### config.mk
export PLATFORM = sky130hd
export DESIGN_NAME = pc_unit
export DESIGN_NICKNAME = d
export VERILOG_FILES = /design/src/rtl/pc_unit.sv
export SDC_FILE = /design/constraint.sdc
export NUM_CORES = 1
export LEC_CHECK = 0
export ABC_CLOCK_PERIOD_IN_PS = 2900
export CORE_MARGIN = 3
export CORE_UTILIZATION = 30
export CTS_BUF_LIST = sky130_fd_sc_hd__clkbuf_4
export DETAILED_ROUTE_END_ITERATION = 8
export PLACE_DENSITY = 0.66
export SYNTH_ARGS = -nofsm -noshare
export SYNTH_HDL_FRONTEND = slang
export SYNTH_SLANG_ARGS = --single-unit
export TNS_END_PERCENT = 10
### constraint.sdc
create_clock -name CLK -period 2.9 [get_ports CLK]
set_input_delay 0.725 -clock CLK [delete_from_list [all_inputs] [get_ports CLK]]
set_output_delay 0.725 -clock CLK [all_outputs]
set_load 0.1 [all_outputs]
### src/rtl/pc_unit.sv
// pc_unit: 6502 program counter with per-half source select, increment with
// carry from PCL into PCH, bus drivers, and a post-reset vector fetch.
// Latency: 1 cycle from sampled controls to PC; bus outputs are combinational. Backpressure: none.
//
// Ports:
//   CLK, RST                  clock; synchronous active-high reset
//   PCL_LOAD, ADL_LOAD        low-half source select (ADL_LOAD wins)
//   PCH_LOAD, ADH_LOAD        high-half source select (ADH_LOAD wins)
//   INC                       add 1 to the selected {high,low} value
//   DB_L_EN, DB_H_EN          drive PCL / PCH onto DB_BUS (DB_L_EN wins)
//   ADL_EN, ADH_EN            drive PCL onto ADL_BUS, PCH onto ADH_BUS
//   ADL_DATA, ADH_DATA        address bus inputs for jumps
//   DB_DATA                   data bus input, used only by the vector fetch
//   DB_BUS, ADL_BUS, ADH_BUS  gated PC bytes, 0 when not enabled or busy
//   ADDR_OUT                  vector address while fetching, else {PCH,PCL}
//   PC                        current {PCH,PCL}
//   BUSY                      high during the vector fetch
//   PAGE_CARRY                one-cycle pulse: last increment carried into PCH
module pc_unit #(
    parameter int                        LOW_W        = 8,
    parameter int                        HIGH_W       = 8,
    parameter logic [LOW_W+HIGH_W-1:0]   RESET_VECTOR = 16'hFFFC
) (
    input  logic                        CLK,
    input  logic                        RST,
    input  logic                        PCL_LOAD,
    input  logic                        ADL_LOAD,
    input  logic                        PCH_LOAD,
    input  logic                        ADH_LOAD,
    input  logic                        INC,
    input  logic                        DB_L_EN,
    input  logic                        DB_H_EN,
    input  logic                        ADL_EN,
    input  logic                        ADH_EN,
    input  logic [LOW_W-1:0]            ADL_DATA,
    input  logic [HIGH_W-1:0]           ADH_DATA,
    input  logic [LOW_W-1:0]            DB_DATA,
    output logic [LOW_W-1:0]            DB_BUS,
    output logic [LOW_W-1:0]            ADL_BUS,
    output logic [HIGH_W-1:0]           ADH_BUS,
    output logic [LOW_W+HIGH_W-1:0]     ADDR_OUT,
    output logic [LOW_W+HIGH_W-1:0]     PC,
    output logic                        BUSY,
    output logic                        PAGE_CARRY
);

    localparam int PC_W  = LOW_W + HIGH_W;
    // Common width used to move bytes between halves of unequal size.
    localparam int MAX_W = (LOW_W > HIGH_W) ? LOW_W : HIGH_W;

    // The +1 wraps naturally because the sum is truncated to PC_W bits.
    localparam logic [PC_W-1:0] VEC_HI_ADDR = RESET_VECTOR + PC_W'(1);

    typedef enum logic [1:0] {
        VEC_LO = 2'd0,
        VEC_HI = 2'd1,
        RUN    = 2'd2
    } state_t;

    state_t state_q;
    state_t state_d;

    logic [LOW_W-1:0]  pcl_q;
    logic [LOW_W-1:0]  pcl_d;
    logic [HIGH_W-1:0] pch_q;
    logic [HIGH_W-1:0] pch_d;
    logic              page_carry_q;
    logic              page_carry_d;

    logic [LOW_W-1:0]  sel_lo;
    logic [HIGH_W-1:0] sel_hi;
    logic [LOW_W:0]    lo_sum;
    logic              cy;

    // DB byte resized to the high half, and PCH resized to the DB width.
    logic [MAX_W-1:0]  db_wide;
    logic [HIGH_W-1:0] db_as_hi;
    logic [MAX_W-1:0]  pch_wide;
    logic [LOW_W-1:0]  pch_as_lo;

    assign db_wide   = MAX_W'(DB_DATA);
    assign db_as_hi  = db_wide[HIGH_W-1:0];
    assign pch_wide  = MAX_W'(pch_q);
    assign pch_as_lo = pch_wide[LOW_W-1:0];

    // Source select and increment datapath. PCL_LOAD/PCH_LOAD select the
    // recirculate path, which is the same value as hold; they are kept as
    // explicit priorities so the select reads like the original datapath.
    always_comb begin
        sel_lo = pcl_q;
        if (ADL_LOAD) begin
            sel_lo = ADL_DATA;
        end else if (PCL_LOAD) begin
            sel_lo = pcl_q;
        end

        sel_hi = pch_q;
        if (ADH_LOAD) begin
            sel_hi = ADH_DATA;
        end else if (PCH_LOAD) begin
            sel_hi = pch_q;
        end

        lo_sum = {1'b0, sel_lo} + (LOW_W+1)'(INC);
        cy     = lo_sum[LOW_W];
    end

    // Next-state and register-input logic.
    always_comb begin
        state_d      = state_q;
        pcl_d        = pcl_q;
        pch_d        = pch_q;
        page_carry_d = 1'b0;

        unique case (state_q)
            VEC_LO: begin
                pcl_d   = DB_DATA;
                state_d = VEC_HI;
            end
            VEC_HI: begin
                pch_d   = db_as_hi;
                state_d = RUN;
            end
            RUN: begin
                pcl_d        = lo_sum[LOW_W-1:0];
                pch_d        = sel_hi + HIGH_W'(cy);
                page_carry_d = cy;
            end
            default: begin
                state_d = VEC_LO;
            end
        endcase
    end

    always_ff @(posedge CLK) begin
        if (RST) begin
            state_q      <= VEC_LO;
            pcl_q        <= '0;
            pch_q        <= '0;
            page_carry_q <= 1'b0;
        end else begin
            state_q      <= state_d;
            pcl_q        <= pcl_d;
            pch_q        <= pch_d;
            page_carry_q <= page_carry_d;
        end
    end

    // Outputs. Bus drivers are gated off entirely while the fetch runs.
    always_comb begin
        BUSY     = (state_q != RUN);
        PC       = {pch_q, pcl_q};
        ADDR_OUT = {pch_q, pcl_q};
        DB_BUS   = '0;
        ADL_BUS  = '0;
        ADH_BUS  = '0;

        if (state_q == VEC_LO) begin
            ADDR_OUT = RESET_VECTOR;
        end else if (state_q == VEC_HI) begin
            ADDR_OUT = VEC_HI_ADDR;
        end

        if (!BUSY) begin
            if (DB_L_EN) begin
                DB_BUS = pcl_q;
            end else if (DB_H_EN) begin
                DB_BUS = pch_as_lo;
            end
            if (ADL_EN) begin
                ADL_BUS = pcl_q;
            end
            if (ADH_EN) begin
                ADH_BUS = pch_q;
            end
        end
    end

    assign PAGE_CARRY = page_carry_q;

endmodule
### Yosys cells after proc, flatten, opt, wreduce, memory -nomap -nowiden

Cells that the tools add are included.

* register bits after elaboration: 19

* add/subtract/negate cells: 2
* equal/unequal tests: 3
* mux-type cells: 14
* reductions and logical operators: 4
* bitwise operators: 1

Operator list (number)
* 8-bit two-way mux: 9
* 16-bit two-way mux: 2
* 8-bit case mux with 2 select lines: 2
* 8-bit by 1-bit adder with 9-bit output: 1
* 8-bit by 1-bit adder with 8-bit output: 1
* 2-bit case mux with 3 select lines: 1
* 2-bit nonzero test: 2
* 2-bit by 1-bit equality test with 1-bit output, second input constant: 1
* 2-bit equality test, second input constant: 1
* 2-bit zero test: 1
* 2-bit != test, second input constant: 1
* 2-bit OR reduction: 1
* 1-bit NOT: 1

### Longest topological paths before layout

Gate-level depths: netlist (run 1).

* depth in word-level cells: 4
* depth in mapped cells: 15
* gate-level depth less buffers: 14

### Least setup slack after synthesis (run 1)

OpenSTA, ideal clock, no wires.

* kind: reg-to-output
* start point: register pch_q[6] (netlist: pch_as_lo[6])
* end point: output ADDR_OUT[14]
* path buffers: 0
* cell stages (with the launch flop): 3
* data arrival time: 3323 ps
* setup slack: -1148 ps
* cell sequence: dfxtp_1 -> inv_1 -> o21ai_0

* longest elaborated chain between the ends: 2

Ends and longest elaborated chain
* start, declared: RTL line 65 `logic [HIGH_W-1:0] pch_q;`
* start signal, assigned: RTL line 144 `pch_q <= pch_d;`
* 16-bit two-way mux: RTL line 160 `end else if (state_q == VEC_HI) begin`
* 16-bit two-way mux: RTL line 158 `if (state_q == VEC_LO) begin`
* end, declared: RTL line 41 `output logic [LOW_W+HIGH_W-1:0] ADDR_OUT,`

No other way between the ends.

### Final worst setup path (run 1)

* start point: input ADL_DATA[2]
* end point: register pch_q[5] (netlist: pch_as_lo[5])

* longest elaborated chain between the ends: 4

Ends and longest elaborated chain
* start, declared: RTL line 35 `input logic [LOW_W-1:0] ADL_DATA,`
* 8-bit two-way mux: RTL line 91 `if (ADL_LOAD) begin`
* 8-bit by 1-bit adder with 9-bit output: RTL line 104 `lo_sum = {1'b0, sel_lo} + (LOW_W+1)'(INC);`
* net lo_sum[8]: RTL line 72 `logic [LOW_W:0] lo_sum;`
* 8-bit by 1-bit adder with 8-bit output: RTL line 126 `pch_d = sel_hi + HIGH_W'(cy);`
* 8-bit case mux with 2 select lines: RTL line 115 `unique case (state_q)`

The timed path passes the listed nets, and every way through them passes these cells.
A chain may end at the register's enable or synchronous reset.

==> out/summary.txt, run 1 <==
Seq/Total Area, Yosys - 21.0%
met2 Track Usage GR - 32.5%
Max Cap Viol - 0
Least-Margin Pin Slew - 0.702 ns
CP required - 3.12 ns
crit path launch type - primary input
initial cell density of the core - 31.9%
Avg WL per Cell - 16.4 um
Rel. slew slack - 53.1%
Post-synth ARST share - 0%
Die Height - 83.7 um
number of distinct library cells after synthesis - 39
Nets - 405
Critical Path Stages - 12
synthesized net count - 295
ys flop type - dfxtp_1
fin. max-slew vios - 0
core area - 5680 sq um
M1 GR Usage - 25.3%
Skew-Pair Late Insertion Delay - 0.31 ns
initial DRC count - 91
CP Class - in2reg
vias in the first global route - 2188
clk slew on worst S/H paths - 0.12 ns
Sink Count - 19
worst stage delay on the critical path - 0.51 ns
GRT Resource Usage Total - 19.1%
IO Count - 93
synthesized flop and latch total - 19
Critical-path top delay cell - clkdlybuf4s50_1
Placer Congestion - 0.844
critical-path cell list - clkdlybuf4s50_1 > nand3_2 > a221oi_2 > nand2b_1 > nor2_2 > ha_2 > buf_6 > and3_4 > nand3_4 > xnor2_2 > mux2i_1 > o31ai_1
period utilization - 98.1%
Buf/Inv on CP - 2
Netlist Area Pre-Place - 1810 sq um
Ant. Diodes - 0
Post-Syn Area per Cell - 7.16 sq um
clk_skew - 0.00531 ns
die width - 83.7 um
final hold vios - 0
post-DP HPWL - 5190 um
Final Critical Period - 2.84 ns
initial antenna violation count - 0
IR drop worst, VDD - 0.443 mV
FF-to-FF Start - pcl_q[0]$_SDFFE_PP0P_
vias per cell - 5.21
Worst Hold Slack - 0.571 ns
element type at the critical path end - flip-flop
DIE AREA - 7010 sq um
Max Clk Rate - 352 MHz
routed vias - 2263
R2R cell count - 14
gr busiest metal - met2
first-pass GRT wire length - 11100 um
CTS Buffer Depth - 2
drt total wl - 7100 um
Area Growth Syn to Fin - 95.0%
Top Family by Delay on Critical Path - simple AND/OR/NAND/NOR gates
CTS tree - done
worst hold path depth - 2
Final TNS setup - 0 ns
largest net degree at the start of global routing - 38
r2r setup slk - 0.27 ns
critical-path maximum fanout - 3
clock buffer count from CTS - 3
status - completed
Synth Instances - 253
Post-synth EDFFs - 0
PwrDens - 605 nW/um^2
# DRC - 0
Antenna Violating Nets Remaining - 0
Root Driver - clkbuf_4
share of cells above drive strength 1 - 37.3%
Arr. time, crit path - 3.07 ns
H-tree depth - 1
Critical Path Start - ADL_DATA[2]
Rows - 27
grt ovf - 0
Worst Hold Class - reg2reg
met3 track demand over resource - 2.27%
Static Leak - 0.00151 uW
PortBufs - 90
Yosys warning count - 0
Pre-antenna DRT Iters - 4
Worst Setup EP - pch_as_lo[5]$_SDFFE_PP0P_
reg-to-reg endpoint - pch_as_lo[5]$_SDFFE_PP0P_
# setup viols final - 0
-- report_power, final --
part / switching [uW] / leakage (uW) / internal (uW)
sequential: 88.2 / 0.000157 / 307
combinational: 1090 / 0.00133 / 497
clock: 91.0 / 0.0000184 / 63.0
-- cells by family (layout without fill, tap and decap cells) --
family	after synthesis	after routing	share of synthesized area [%]
flip-flops	19	19	21.0
buffers and inverters	24	133	5.66
XOR/XNOR	13	13	6.28
AO/OA/AOI/OAI	42	42	15.4
adder cells (fa/ha/maj)	7	7	4.83
multiplexers	27	27	15.3
AND/OR/NAND/NOR	121	121	31.5
-- layout by cell type (no fill, tap or decap), types with 2 or more instances in the layout --
cell,instances
nand2_1,41
and3_4,3
nor3b_2,2
mux2_2,4
ha_1,3
nand3b_1,4
o22ai_1,3
inv_1,6
dfxtp_1,18
nor2b_1,2
buf_12,40
nand3_2,4
nor2_2,10
xor2_1,7
nand2b_1,4
o21ai_0,3
xnor2_1,4
o32a_1,2
dlymetal6s2s_1,3
clkdlybuf4s50_1,28
mux2_4,2
nor2_1,28
and3_1,16
clkbuf_4,4
buf_4,49
xnor2_2,2
a211oi_1,10
a21oi_1,12
buf_6,2
ha_4,3
o31ai_1,2
mux2i_1,21
nand3_1,2
-- state kept, by name, indices dropped and copies added (netlist names) --
signal	cells
PAGE_CARRY	1
pch_as_lo	8
pcl_q	8
state_q	2
-- worst min-delay path, delay by kind of cell (launching register included) --
| family | cells | cell delay [ns] |
|---|---|---|
| flops | 1 | 0.36 |
| mux | 1 | 0.13 |
| simple gates | 1 | 0.05 |
-- metal layers --
metal / vias up / part of all wire (%)
met2: 92 / 47
met4: 0 / 1.6
met5: - / 0
li1: 1100 / -
met1: 1063 / 45
met3: 8 / 5.8
-- synthesized netlist by cell type, drive strengths merged (2+ instances only) --
cell type  count  share of area (%)
nand2         41                8.5
nor2          38                7.9
mux2i         21                 12
and3          19                6.8
dfxtp         19                 21
clkbuf        13                2.8
a21oi         12                3.3
a211oi        10                4.1
ha             7                4.8
nand3          7                2.2
xor2           7                3.4
inv            6                1.2
mux2           6                3.7
xnor2          6                2.9
buf            5                1.7
o21ai          5                1.4
nand2b         4                1.4
nand3b         4                1.7
o22ai          3                1.0
a31oi          2               0.69
nor2b          2               0.69
nor3b          2               0.83
o31ai          2               0.83
o32a           2                1.1
-- stage by stage --
step	instances	power [uW]	setup slack [ns]	cell area (sq um)	utilization, %
3_3_place_gp	420	1940	-0.557	3280	57.8
5_1_grt	434	2220	-0.0244	3530	62.3
6_report	434	2140	0.0559	3530	62.3
4_1_cts	433	2120	-0.0536	3470	61.1
3_5_place_dp	420	1950	-0.657	3280	57.8
2_1_floorplan	253	1430	-0.365	1840	-
-- worst min path at each step --
stage | from | to | slack (ns)
after floorplan | state_q[0]$_SDFFE_PP0N_ | state_q[0]$_SDFFE_PP0N_ | 0.52
after global placement | state_q[0]$_SDFFE_PP0N_ | state_q[0]$_SDFFE_PP0N_ | 0.54
after detailed placement | state_q[0]$_SDFFE_PP0N_ | state_q[0]$_SDFFE_PP0N_ | 0.55
after CTS | state_q[0]$_SDFFE_PP0N_ | state_q[0]$_SDFFE_PP0N_ | 0.57
after global routing | pch_as_lo[0]$_SDFFE_PP0P_ | pch_as_lo[0]$_SDFFE_PP0P_ | 0.61
final | state_q[0]$_SDFFE_PP0N_ | state_q[0]$_SDFFE_PP0N_ | 0.57
-- timing repair --
item,CTS,global route
hold buffers,0,0
buffers inserted,9,2
pin swaps,7,8
endpoints found under the setup margin,6,8
resized for setup,18,16
cloned,0,0
-- cell type report --
| cell class | count | area [sq um] |
|---|---|---|
| clock buffers | 4 | 30.0 |
| flip-flops and latches | 19 | 382 |
| well taps | 72 | 90.1 |
| multi-input cells | 210 | 1500 |
| fillers | 461 | 2140 |
| inverters | 6 | 22.5 |
| repair buffers | 123 | 1510 |
Power figures use the tool's default switching activity.
==> run 2, diff against run 1 <==
--- a/config.mk
+++ b/config.mk
@@ -7,10 +7,10 @@
 export LEC_CHECK = 0
 export ABC_CLOCK_PERIOD_IN_PS = 2900
 export CORE_MARGIN = 3
-export CORE_UTILIZATION = 30
+export CORE_UTILIZATION = 37
 export CTS_BUF_LIST = sky130_fd_sc_hd__clkbuf_4
 export DETAILED_ROUTE_END_ITERATION = 8
-export PLACE_DENSITY = 0.66
+export PLACE_DENSITY = 0.78
 export SYNTH_ARGS = -nofsm -noshare
 export SYNTH_HDL_FRONTEND = slang
 export SYNTH_SLANG_ARGS = --single-unit
==> out/summary.txt, run 2 (synthesized netlist as in run 1, its figures left out) <==
status - completed
r2r setup slk - 0.26 ns (about the same)
initial DRC count - 197 (+120%)
Nets - 403 (-0.49%)
Critical Path Start - ADL_DATA[4]
most frequent cells in the layout - buf_4 (47), nand2_1 (41), buf_12 (40)
crit path launch type - primary input
placed inst area - 3230 sq um (-1.6%)
Arr. time, crit path - 3.05 ns (-0.02 ns)
initial antenna violation count - 0 (unchanged)
CTS tree - done
Worst Setup EP - pcl_q[6]$_SDFFE_PP0P_
CP Class - in2reg
Root Driver - clkbuf_4
# DRC - 0 (unchanged)
Tot Pwr - 2140 uW (+0.13%)
clock buffer count from CTS - 3 (unchanged)
Avg WL per Cell - 18.0 um (+10%)
commonest non-fill, non-tap cell in the layout - buf_4
Rows - 24 (-11%)
share of cells above drive strength 1 - 35.6% (-1.7 points)
worst hold path startpoint - state_q[0]$_SDFFE_PP0N_
Sink Count - 19 (unchanged)
clk slew on worst S/H paths - 0.12 ns (about the same)
die width - 76.0 um (-9.2%)
element type at the critical path end - flip-flop
post-DP HPWL - 5050 um (-2.7%)
vias in the first global route - 2296 (+4.9%)
first-pass GRT wire length - 11600 um (+3.7%)
period utilization - 98.6% (+0.49 points)
vias per cell - 5.66 (+8.6%)
Static Leak - 0.00150 uW (-0.71%)
routed vias - 2407 (+6.4%)
IO Count - 93 (unchanged)
Max Cap Viol - 0 (unchanged)
CP required - 3.10 ns (-0.02 ns)
critical-path maximum fanout - 2 (-1)
clk_skew - 0.00447 ns (-0.000845 ns)
Pre-antenna DRT Iters - 5 (+1)
post-route cell area - 3480 sq um (-1.5%)
Rel. slew slack - 57.5% (+4.4 points)
PortBufs - 90 (unchanged)
largest net degree at the start of global routing - 38 (unchanged)
# setup viols final - 0 (unchanged)
H-tree depth - 1 (unchanged)
core area - 4530 sq um (-20%)
Final Critical Period - 2.86 ns (+0.0142 ns)
Least-Margin Pin Slew - 0.637 ns (-0.0645 ns)
fillers - 293 (-36%)
FF-to-FF Start - pcl_q[1]$_SDFFE_PP0P_
initial cell density of the core - 40.0% (+8.0 points)
R2R cell count - 15 (+1)
Max Clk Rate - 350 MHz (-0.50%)
GRT Resource Usage Total - 24.4% (+5.3 points)
Skew-Pair Late Insertion Delay - 0.31 ns (about the same)
Worst Hold Class - reg2reg
final hold vios - 0 (unchanged)
Final TNS setup - 0 ns (unchanged)
CTS Buffer Depth - 2 (unchanged)
worst hold path depth - 2 (unchanged)
Die Height - 76.0 um (-9.2%)
grt ovf - 0 (unchanged)
IR drop worst, VDD - 0.480 mV (+8.4%)
fin. max-slew vios - 0 (unchanged)
PwrDens - 615 nW/um^2 (+1.7%)
Area Growth Syn to Fin - 92.1%
reg-to-reg endpoint - pcl_q[6]$_SDFFE_PP0P_
Antenna Violating Nets Remaining - 0 (unchanged)
Ant. Diodes - 0 (unchanged)
Placer Congestion - 0.961 (+14%)
drt total wl - 7670 um (+8.0%)
DIE AREA - 5770 sq um (-18%)
## run 2: per-stage QoR
stage	worst slack [ns]	hold WS, ns	util [%]	std cells
finish	0.0417	0.591	76.7	425
global route	-0.00234	0.629	76.7	425
CTS	0.0397	0.591	75.6	423
detailed placement	-0.758	0.572	71.2	407
global placement	-0.615	0.550	71.2	407
floorplan	-0.365	0.517	-	253
## run 2: how the worst min path moves through the flow
stage / endpoint / slack (ns)
global route: state_q[0]$_SDFFE_PP0N_ / 0.63
finish: state_q[0]$_SDFFE_PP0N_ / 0.59
detailed placement: state_q[0]$_SDFFE_PP0N_ / 0.57
global placement: state_q[0]$_SDFFE_PP0N_ / 0.55
floorplan: state_q[0]$_SDFFE_PP0N_ / 0.52
CTS: state_q[0]$_SDFFE_PP0N_ / 0.59
## run 2: layout make-up
type	instances	area, sq um	share of cell area, %
clock inverters	1	5.00	0.144
repair buffers	121	1500	43.0
flip-flops and latches	19	382	11.0
multi-input cells	210	1470	42.2
inverters	6	22.5	0.647
well taps	65	81.3	2.34
clock buffers	3	22.5	0.647
## run 2: worst max-delay path, stage by stage
cell and delay, ns:
clkdlybuf4s50_1 0.53, nand3_2 0.13, a221oi_2 0.33, nand2b_1 0.12, buf_4 0.14, buf_4 0.12
buf_4 0.12, buf_4 0.12, buf_4 0.13, buf_4 0.12, buf_4 0.11, buf_4 0.14
a31oi_4 0.16, nor2_1 0.05
## run 2: layer usage
layer  wire length [um]  vias to the layer above  global-route usage [%]
li1                   -                     1092                       -
met1               3030                     1119                    30.6
met2               3610                      161                    40.4
met3                720                       35                    4.49
met4                310                        0                    11.6
met5                  0                        -                       0
## run 2: timing repair
action,in CTS,in global routing
endpoints found under the setup margin,6,7
pin swaps,11,9
gates resized for setup,19,10
hold buffers,0,0
setup buffers,12,2
## run 2: power by group
group / internal (uW) / switching, uW / leakage, uW
clock: 51.6 / 93.6 / 0.0000177
sequential: 307 / 96.6 / 0.000157
combinational: 488 / 1100 / 0.00132
total: 846 / 1290 / 0.00150
==> run 3, diff against run 2 <==
--- a/config.mk
+++ b/config.mk
@@ -5,12 +5,12 @@
 export SDC_FILE = /design/constraint.sdc
 export NUM_CORES = 1
 export LEC_CHECK = 0
-export ABC_CLOCK_PERIOD_IN_PS = 2900
+export ABC_CLOCK_PERIOD_IN_PS = 3200
 export CORE_MARGIN = 3
-export CORE_UTILIZATION = 37
+export CORE_UTILIZATION = 41
 export CTS_BUF_LIST = sky130_fd_sc_hd__clkbuf_4
 export DETAILED_ROUTE_END_ITERATION = 8
-export PLACE_DENSITY = 0.78
+export PLACE_DENSITY = 0.82
 export SYNTH_ARGS = -nofsm -noshare
 export SYNTH_HDL_FRONTEND = slang
 export SYNTH_SLANG_ARGS = --single-unit
==> constraint.sdc (replaced) <==
create_clock -name CLK -period 3.2 [get_ports CLK]
set_input_delay 0.8 -clock CLK [delete_from_list [all_inputs] [get_ports CLK]]
set_output_delay 0.8 -clock CLK [all_outputs]
set_load 0.1 [all_outputs]
==> out/summary.txt, run 3 (synthesized netlist as in run 1, its figures left out) <==
Final Core Density - 79.7% (+3.0 points)
Skew-Pair Late Insertion Delay - 0.30 ns (about the same)
Sink Count - 19 (unchanged)
share of cells above drive strength 1 - 29.3% (-6.2 points)
Rows - 23 (-4.2%)
CTS tree - done
Final Critical Period - 3.13 ns
initial DRC count - 139 (-29%)
CP Class - in2reg
Sequential Area - 380 sq um (-0.33%)
IR drop worst, VDD - 0.533 mV (+11%)
largest net degree at the start of global routing - 29 (-24%)
Final TNS setup - 0 ns (unchanged)
Arr. time, crit path - 3.34 ns (+0.29 ns)
Worst Hold Class - reg2reg
H-tree depth - 1 (unchanged)
Ant. Diodes - 0 (unchanged)
clock buffer count from CTS - 3 (unchanged)
worst stage delay on the critical path - 0.45 ns (-0.08 ns)
Pre-antenna DRT Iters - 4 (-1)
Hold Path Sink - state_q[0]$_SDFFE_PP0N_
core area - 4140 sq um (-8.6%)
fillers - 261 (-11%)
Root Driver - clkbuf_4
Critical Path Stages - 15 (+1)
# DRC - 0 (unchanged)
PortBufs - 90 (unchanged)
status - completed
reg-to-reg endpoint - pch_as_lo[3]$_SDFFE_PP0P_
r2r setup slk - 0.41 ns (+0.15 ns)
R2R cell count - 14 (-1)
Placer Congestion - 0.837 (-13%)
setup ws final - 0.0650 ns (+0.0233 ns)
vias per cell - 5.65 (-0.18%)
Buf/Inv on CP - 4 (-5)
FF-to-FF Start - pcl_q[0]$_SDFFE_PP0P_
most frequent cells in the layout - nand2_1 (41), buf_12 (41), nor2_1 (37)
initial cell density of the core - 43.7% (+3.8 points)
Worst Hold Slack - 0.572 ns (-0.0189 ns)
Static Leak - 0.00141 uW (-6.0%)
Antenna Violating Nets Remaining - 0 (unchanged)
IO Count - 93 (unchanged)
DIE AREA - 5250 sq um (-9.0%)
worst hold path depth - 2 (unchanged)
critical-path cell list - clkdlybuf4s50_1 > mux2_2 > ha_2 > ha_2 > inv_1 > a221oi_2 > nand2b_1 > nor2_2 > ha_4 > buf_4 > a21boi_2 > buf_4 > xnor2_2 > mux2i_1 > a211oi_1
first-pass GRT wire length - 10100 um (-12%)
fin. max-slew vios - 0 (unchanged)
Least-Margin Pin Slew - 0.496 ns (-0.141 ns)
die width - 72.5 um (-4.6%)
CTS Buffer Depth - 2 (unchanged)
Avg WL per Cell - 16.4 um (-9.3%)
vias in the first global route - 2156 (-6.1%)
initial antenna violation count - 0 (unchanged)
Max Clk Rate - 319 MHz
PwrDens - 572 nW/um^2 (-6.9%)
critical-path maximum fanout - 3 (+1)
Place WS - -0.412 ns (+0.346 ns)
Area Growth Syn to Fin - 82.3%
grt ovf - 0 (unchanged)
worst hold path startpoint - state_q[0]$_SDFFE_PP0N_
CP required - 3.41 ns (+0.31 ns)
Top Family by Delay on Critical Path - buffers and inverters
drt total wl - 6510 um (-15%)
placed inst area - 3210 sq um (-0.50%)
clk_skew - 0.00142 ns (-0.00305 ns)
Critical-path top delay cell - clkdlybuf4s50_1
element type at the critical path end - flip-flop
hold_buf cts - 0 (unchanged)
crit path launch type - primary input
clk slew on worst S/H paths - 0.11 ns (about the same)
routed vias - 2250 (-6.5%)
post-route cell area - 3300 sq um (-5.1%)
Max Cap Viol - 0 (unchanged)
final hold vios - 0 (unchanged)
post-DP HPWL - 4920 um (-2.5%)
Nets - 391 (-3.0%)
GRT Resource Usage Total - 24.1% (-0.33 points)
# setup viols final - 0 (unchanged)
Die Height - 72.5 um (-4.6%)
Rel. slew slack - 66.8% (+9.4 points)
period utilization - 98.0%
area of the multi-input gates - 1390 sq um (-5.1%)
-- run 3: changes by cell type in the layout (fill, tap and decap cells not counted), moves of 2 or more --
cell             before  now
nand3_1               3    5
buf_4                47   36
mux2_2                4    6
nor2_1               30   37
mux2_4                2    0
clkdlybuf4s50_1      27   31
dlymetal6s2s_1        3    1
nand3_2               4    2
nor2_2                8    1
buf_6                 2    0
-- run 3: layer usage --
metal  up-vias  global-route usage, %  wire length (um)
met3        20                   3.74               538
met5         -                      0                 0
met4         0                   9.63               157
met1      1024                   31.2              2710
li1       1076                      -                 -
met2       130                   39.9              3110
-- run 3: worst max path at each step --
stage                              startpoint                         to  slack [ns]
floorplan           pch_as_lo[5]$_SDFFE_PP0P_               ADDR_OUT[13]       -0.88
detailed placement                   ADL_LOAD  pch_as_lo[6]$_SDFFE_PP0P_       -0.41
global placement                     ADL_LOAD  pch_as_lo[6]$_SDFFE_PP0P_       -0.33
global route                      ADL_DATA[0]  pch_as_lo[3]$_SDFFE_PP0P_       -0.04
finish                            ADL_DATA[0]  pch_as_lo[3]$_SDFFE_PP0P_        0.07
CTS                                  ADL_LOAD  pch_as_lo[6]$_SDFFE_PP0P_        0.02
-- run 3: through the flow --
step,power (uW),std cells
after CTS,1880,398
final,1890,398
after global placement,1730,394
after detailed placement,1740,394
after floorplan,1290,253
after global routing,1960,398
-- run 3: worst reg2reg max path, stage by stage (launching register included) --
cell,delay (ns)
dfxtp_1,0.52
mux2_2,0.22
ha_2,0.17
ha_2,0.17
inv_1,0.04
a221oi_2,0.19
nand2b_1,0.12
nor2_2,0.17
ha_4,0.17
buf_4,0.11
a21boi_2,0.14
buf_4,0.13
xnor2_2,0.12
mux2i_1,0.14
a211oi_1,0.29
-- run 3: what timing repair did --
| action | CTS | global route |
|---|---|---|
| pin swaps | 1 | 5 |
| setup buffers | 0 | 0 |
| cloned | 0 | 0 |
| gates resized for setup | 5 | 9 |
| endpoints found under the setup margin | 4 | 5 |
| hold endpoints to repair | 0 | 0 |
-- run 3: final cells by class --
class | count | share of cell area (%)
clock buffers | 4 | 0.909
inverters | 6 | 0.682
multi-input cells | 210 | 42.2
flip-flops and latches | 19 | 11.5
well taps | 50 | 1.89
repair buffers | 109 | 42.8
-- run 3: power by group --
| part | switching (uW) | internal [uW] | total [uW] |
|---|---|---|---|
| clock | 75.1 | 57.0 | 132 |
| combinational | 959 | 430 | 1390 |
| sequential | 91.1 | 278 | 369 |
| total | 1130 | 765 | 1890 |
